<file path="src/rtl/hamming_pkg.sv">
// Shared Hamming(7,4) definitions: codeword geometry, bit positions and the encoder
// used by both the encoder scheduler and the decoder.
package hamming_pkg;

    localparam int CW_W   = 7;
    localparam int DATA_W = 4;

    localparam int P1 = 0;
    localparam int P2 = 1;
    localparam int D3 = 2;
    localparam int P4 = 3;
    localparam int D5 = 4;
    localparam int D6 = 5;
    localparam int D7 = 6;

    // Data bits sit at classic Hamming positions 3,5,6,7; parity bits cover the positions they index.
    function automatic logic [CW_W-1:0] hamming_encode(input logic [DATA_W-1:0] d);
        logic [CW_W-1:0] c;
        c     = '0;
        c[D3] = d[0];
        c[D5] = d[1];
        c[D6] = d[2];
        c[D7] = d[3];
        c[P1] = d[0] ^ d[1] ^ d[3];
        c[P2] = d[0] ^ d[2] ^ d[3];
        c[P4] = d[1] ^ d[2] ^ d[3];
        return c;
    endfunction

endpackage

</file>
<file path="src/rtl/hamming_enc_sched_if.sv">
// Requester-side and codeword-side buses of the shared Hamming encoder scheduler.
interface hamming_enc_sched_if
    import hamming_pkg::*;
#(
    parameter int N_REQ = 2,
    parameter int CNT_W = 16
);
    localparam int SRC_W = (N_REQ > 1) ? $clog2(N_REQ) : 1;

    logic [N_REQ-1:0]             req_valid;
    logic [N_REQ-1:0][DATA_W-1:0] req_data;
    logic [N_REQ-1:0]             req_ready;
    logic                         cw_valid;
    logic [CW_W-1:0]              cw_data;
    logic [SRC_W-1:0]             cw_src;
    logic                         cw_ready;
    logic [CNT_W-1:0]             cw_count;

    modport master (
        output req_valid, req_data, cw_ready,
        input  req_ready, cw_valid, cw_data, cw_src, cw_count
    );

    modport slave (
        input  req_valid, req_data, cw_ready,
        output req_ready, cw_valid, cw_data, cw_src, cw_count
    );

endinterface

</file>
<file path="src/rtl/hamming_enc_sched_arb.sv">
// Round-robin arbiter: search starts at the pointer and wraps; the pointer moves past the winner on advance.
module rr_arbiter #(
    parameter int N     = 2,
    parameter int SRC_W = (N > 1) ? $clog2(N) : 1
) (
    input  logic             clk,
    input  logic             rst,
    input  logic [N-1:0]     req,
    input  logic             advance,
    output logic [N-1:0]     grant,
    output logic [SRC_W-1:0] grant_idx,
    output logic             any
);

    logic [SRC_W-1:0] rr;
    int               idx;

    always_comb begin
        grant_idx = '0;
        any       = 1'b0;
        idx       = 0;
        for (int k = 0; k < N; k++) begin
            idx = int'(rr) + k;
            if (idx >= N) idx = idx - N;
            if (!any && req[SRC_W'(idx)]) begin
                any       = 1'b1;
                grant_idx = SRC_W'(idx);
            end
        end
    end

    assign grant = any ? (N'(1) << grant_idx) : '0;

    always_ff @(posedge clk or posedge rst) begin
        if (rst) begin
            rr <= '0;
        end else if (advance) begin
            rr <= (int'(grant_idx) == N - 1) ? '0 : grant_idx + 1'b1;
        end
    end

endmodule

</file>
<file path="src/rtl/hamming_enc_sched.sv">
// Shares one Hamming(7,4) encoder among N_REQ nibble producers via round-robin and a registered output.
// Optional bit-flip injection on the encoded word is enabled by defining HAMMING_ERR_INJECT_EN.
module hamming_enc_sched
    import hamming_pkg::*;
#(
    parameter int N_REQ = 2,
    parameter int CNT_W = 16
) (
    input  logic                  clk,
    input  logic                  rst,
    hamming_enc_sched_if.slave    bus
`ifdef HAMMING_ERR_INJECT_EN
    ,
    input  logic                  inj_en,
    input  logic [2:0]            inj_pos
`endif
);

    localparam int SRC_W = (N_REQ > 1) ? $clog2(N_REQ) : 1;

    logic [N_REQ-1:0] grant;
    logic [SRC_W-1:0] grant_idx;
    logic             any_req;
    logic             load;
    logic [CW_W-1:0]  enc;
    logic             cw_valid_q;
    logic [CW_W-1:0]  cw_data_q;
    logic [SRC_W-1:0] cw_src_q;
    logic [CNT_W-1:0] cw_count_q;

    rr_arbiter #(.N(N_REQ), .SRC_W(SRC_W)) u_arb (
        .clk       (clk),
        .rst       (rst),
        .req       (bus.req_valid),
        .advance   (load),
        .grant     (grant),
        .grant_idx (grant_idx),
        .any       (any_req)
    );

    // The register may refill in the same cycle it drains; nothing is granted while reset is held.
    assign load          = !rst && any_req && (!cw_valid_q || bus.cw_ready);
    assign bus.req_ready = load ? grant : '0;

    always_comb begin
        enc = hamming_encode(bus.req_data[grant_idx]);
`ifdef HAMMING_ERR_INJECT_EN
        if (inj_en && inj_pos != 3'd7) enc[inj_pos] = ~enc[inj_pos];
`endif
    end

    always_ff @(posedge clk or posedge rst) begin
        if (rst) begin
            cw_valid_q <= 1'b0;
            cw_data_q  <= '0;
            cw_src_q   <= '0;
            cw_count_q <= '0;
        end else begin
            if (cw_valid_q && bus.cw_ready) cw_count_q <= cw_count_q + CNT_W'(1);
            if (load) begin
                cw_valid_q <= 1'b1;
                cw_data_q  <= enc;
                cw_src_q   <= grant_idx;
            end else if (cw_valid_q && bus.cw_ready) begin
                cw_valid_q <= 1'b0;
            end
        end
    end

    assign bus.cw_valid = cw_valid_q;
    assign bus.cw_data  = cw_data_q;
    assign bus.cw_src   = cw_src_q;
    assign bus.cw_count = cw_count_q;

endmodule

</file>
<file path="src/flat_wrapper.sv">
// flat-port wrapper written by rule: the top's interface ports become plain ports
module hamming_enc_sched_flat import hamming_pkg::*;
#(
    parameter int N_REQ = 2,
    parameter int CNT_W = 16
)
  (clk, rst, bus_req_valid, bus_req_data, bus_cw_ready, bus_req_ready, bus_cw_valid, bus_cw_data, bus_cw_src, bus_cw_count);
  hamming_enc_sched_if #(.N_REQ(N_REQ), .CNT_W(CNT_W)) bus_i ();
  input  logic clk;
  input  logic rst;
  input wire logic [$bits(bus_i.req_valid)-1:0] bus_req_valid;
  input wire logic [$bits(bus_i.req_data)-1:0] bus_req_data;
  input wire logic [$bits(bus_i.cw_ready)-1:0] bus_cw_ready;
  output wire logic [$bits(bus_i.req_ready)-1:0] bus_req_ready;
  output wire logic [$bits(bus_i.cw_valid)-1:0] bus_cw_valid;
  output wire logic [$bits(bus_i.cw_data)-1:0] bus_cw_data;
  output wire logic [$bits(bus_i.cw_src)-1:0] bus_cw_src;
  output wire logic [$bits(bus_i.cw_count)-1:0] bus_cw_count;
  assign bus_i.req_valid = bus_req_valid;
  assign bus_i.req_data = bus_req_data;
  assign bus_i.cw_ready = bus_cw_ready;
  assign bus_req_ready = bus_i.req_ready;
  assign bus_cw_valid = bus_i.cw_valid;
  assign bus_cw_data = bus_i.cw_data;
  assign bus_cw_src = bus_i.cw_src;
  assign bus_cw_count = bus_i.cw_count;
  hamming_enc_sched #(.N_REQ(N_REQ), .CNT_W(CNT_W)) u_core (.clk(clk), .rst(rst), .bus(bus_i));
endmodule
</file>
<file path="config.mk">
export PLATFORM = sky130hd
export DESIGN_NAME = hamming_enc_sched_flat
export DESIGN_NICKNAME = d
export VERILOG_FILES = /design/src/rtl/hamming_pkg.sv /design/src/rtl/hamming_enc_sched_if.sv /design/src/rtl/hamming_enc_sched_arb.sv /design/src/rtl/hamming_enc_sched.sv /design/src/flat_wrapper.sv
export SDC_FILE = /design/constraint.sdc
export NUM_CORES = 1
export LEC_CHECK = 0
export CAP_MARGIN = 20
export CORE_ASPECT_RATIO = 0.9
export CORE_MARGIN = 8
export CORE_UTILIZATION = 45
export CTS_CLUSTER_DIAMETER = 30
export DETAILED_ROUTE_END_ITERATION = 8
export PLACE_DENSITY = 0.78
export SYNTH_ARGS = -nofsm -noshare
export SYNTH_HDL_FRONTEND = slang
export SYNTH_HIERARCHICAL = 1
export SYNTH_SLANG_ARGS = --single-unit
export TNS_END_PERCENT = 1
</file>
<file path="constraint.sdc">
create_clock -name clk -period 1.82 [get_ports clk]
set_clock_uncertainty 0.1 [all_clocks]
set_input_delay 0.182 -clock clk [delete_from_list [all_inputs] [get_ports clk]]
set_output_delay 0.182 -clock clk [all_outputs]
set_load 0.02 [all_outputs]
</file>
==> results.py <==
metrics = {
    "grt": {
        "grt_use_total": 0.121,
        "grt_max_degree": 26,
        "antenna_found_initial": 0,
        "grt_overflow": 0,
        "grt_pass1_vias": 995,
        "grt_pass1_wl_um": 4540,
    },
    "synth": {
        "netlist_instances": 114,
        "syn_avg_cell_area_um2": 11.1,
        "syn_area_um2": 1270,
        "yosys.cell_types.count": 29,
        "ys.warnings.count": 6,
        "synth_edf_count": 0,
        "synth_fp_nets": 128,
        "synth-seq-area-share": 0.513,
        "synth_seq_cells": 26,
        "synthFlopType": "dfrtp_1",
        "postSynth.asyncResetShare": 1.00,
    },
    "timing": {
        "min_period_ps": 1750,
        "finalMaxSlewViolations": 0,
        "tightest_slew_ps": 336,
        "setup_viol": 0,
        "slew_headroom": 0.769,
        "rsz0062_at_grt": "no",
        "hold_violations": 0,
        "fmax_mhz": 570,
        "holdWs_ps": 131,
        "fin_crit_sh": 0.963,
    },
    "die": {
        "coreArea_um2": 2730,
        "start_util": 0.466,
        "die_x_um": 72.0,
        "dieArea_um2": 4780,
        "die_y_um": 66.4,
        "num_rows": 18,
        "io_pins": 40,
    },
    "clocking": {
        "clkLatencyLatePin_ps": 330,
        "cts_tree": "built",
        "clk_pin_slew_ps": 140,
        "clockBufferDepth": 2,
        "cts_made_buffers": 3,
        "post_cts_buffers": 0,
        "htreeDepth": 1,
        "cts_root_buf": "clkbuf_4",
        "clock_sinks": 26,
    },
    "routing": {
        "wl_per_cell_um": 13.0,
        "detail_route.vias_per_cell": 4.69,
        "drt_iter0_markers": 28,
        "drc": 0,
        "vias": 947,
        "ant_nets": 0,
        "wirelength_um": 2620,
        "firstDrtPassIters": 4,
    },
    "critical_path": {
        "end_kind": "output port",
        "cp_max_fo": 5,
        "arrival_ps": 1470,
        "required_ps": 1540,
        "r2r_start": "u_core/u_arb/rr$_DFFE_PP0P_",
        "regToRegEndpoint": "u_core/bus.cw_data[1]$_DFFE_PP0P_",
        "start_kind": "flip-flop",
        "criticalPathCategory": "reg -> out",
        "rrSetupSlack_ps": 200,
        "worst_r2r_path_depth": 5,
    },
    "finish": {
        "area_growth_pct": 41.9,
        "layout_commonest_cell": "clkdlybuf4s50_1",
        "final_cell_mix": "clkdlybuf4s50_1, dfrtp_1, xnor2_1, nor2_1, buf_4",
        "nets": 177,
        "post-route-cell-area_um2": 1800,
        "insertedDiodeCount": 0,
        "drive_gt1_frac": 0.167,
    },
    "placed_design": {
        "dp_hpwl_um": 2020,
        "gp_congestion": 0.858,
        "io_buffers": 38,
        "placed_area_um2": 1750,
    },
    "pwr": {
        "max-vdd-ir-drop_mv": 0.902,
        "p_seq_frac": 0.453,
        "p_sw_uw": 585,
        "leakage_uw": 0.000794,
        "switching_share": 0.335,
        "pwr-share-clk": 0.170,
        "power_density_nw_per_um2": 970,
        "power.internal_uw": 1160,
        "p_comb_frac": 0.378,
    },
    "run_status": {
        "status": "finished, final reports clean",
    },
    "hold_path": {
        "hp-class": "in -> async",
    },
    "run": {
        "maxCapViolCount": 0,
    },
}
-- cells by family after synthesis --
kind of cell | count (synthesis) | synth area share
buffers and inverters | 9 | 0.0345
muxes | 11 | 0.0947
xor gates and xnor gates | 22 | 0.152
AOI/OAI and AO/OA | 7 | 0.0325
adders and majority gates | 1 | 0.00986
and+or+nand+nor | 38 | 0.164
DFF | 26 | 0.513
-- metal layers --
layer,vias to the layer above,track usage,wire length (um)
li1,480,-,-
met1,441,0.132,1130
met4,0,0.0687,46
met5,-,0,0
met3,4,0.0318,96
met2,22,0.211,1350
-- critical path, stage by stage, from the launching register on --
cell	delay, ps
dfrtp_1	390
buf_4	150
clkdlybuf4s50_1	610
-- synthesized netlist by cell type (2+ instances only) --
| library cell | number | area [um^2] |
|---|---|---|
| mux2_2 | 5 | 56.3 |
| nand2_1 | 7 | 26.3 |
| buf_4 | 2 | 15.0 |
| and2_1 | 2 | 12.5 |
| nand4_1 | 2 | 12.5 |
| buf_2 | 2 | 10.0 |
| mux2i_1 | 5 | 50.1 |
| nand3_1 | 7 | 35.0 |
| dfrtp_1 | 26 | 651 |
| nand3_2 | 2 | 20.0 |
| xnor2_1 | 15 | 131 |
| inv_1 | 4 | 15.0 |
| nor3_1 | 2 | 10.0 |
| nor2_1 | 9 | 33.8 |
| xor2_1 | 7 | 61.3 |
| a21oi_1 | 4 | 20.0 |
-- through the flow --
stage	setup TNS (ps)	cells	setup WS [ps]	utilization	power [uW]
floorplan	0	114	296	-	1140
global placement	-354	197	-123	0.644	1450
detailed placement	-556	197	-147	0.644	1470
CTS	0	202	37.7	0.660	1770
global route	0	202	1.68	0.661	1850
finish	0	202	66.5	0.661	1750
-- power groups by stage --
stage	combinational, uW	sequential [uW]	clock (uW)
6_report	659	790	296
4_1_cts	670	792	312
5_1_grt	711	811	329
2_1_floorplan	219	924	0
3_5_place_dp	666	802	0
3_3_place_gp	657	795	0
-- flip-flops by register name, indices dropped and copies added (netlist names) --
name,count
u_core/u_arb/rr,1
u_core/bus.cw_count,16
u_core/bus.cw_data,7
u_core/bus.cw_src,1
u_core/bus.cw_valid,1
-- area by class of cell --
class                      count  area, um^2
fill                         218         925
sequential                    26         651
multi-input combinational     79         574
timing repair buffer          48         470
tap                           40        50.0
clock buffer                   4        36.3
inverter                       5        18.8
-- timing repair --
| action | 4_1_cts | 5_1_grt |
|---|---|---|
| hold buffers | 1 | 0 |
| gates resized for setup | 2 | 1 |
| gates cloned | 0 | 0 |
| setup endpoints to repair | 2 | 1 |
| hold endpoints to repair | 1 | 0 |
-- worst max-delay path by stage --
stage	from	end	slack, ps	depth (start not counted)
CTS	u_core/bus.cw_valid$_DFFE_PP0P_	bus_cw_valid	40	2
global route	u_core/bus.cw_valid$_DFFE_PP0P_	bus_cw_valid	2	2
detailed placement	bus_req_valid[0]	bus_req_ready[0]	-150	5
global placement	rst	bus_req_ready[1]	-120	5
floorplan	u_core/u_arb/rr$_DFFE_PP0P_	u_core/bus.cw_data[0]$_DFFE_PP0P_	300	5
finish	u_core/bus.cw_valid$_DFFE_PP0P_	bus_cw_valid	70	2
Note: power is estimated with default switching activity, not from simulation.
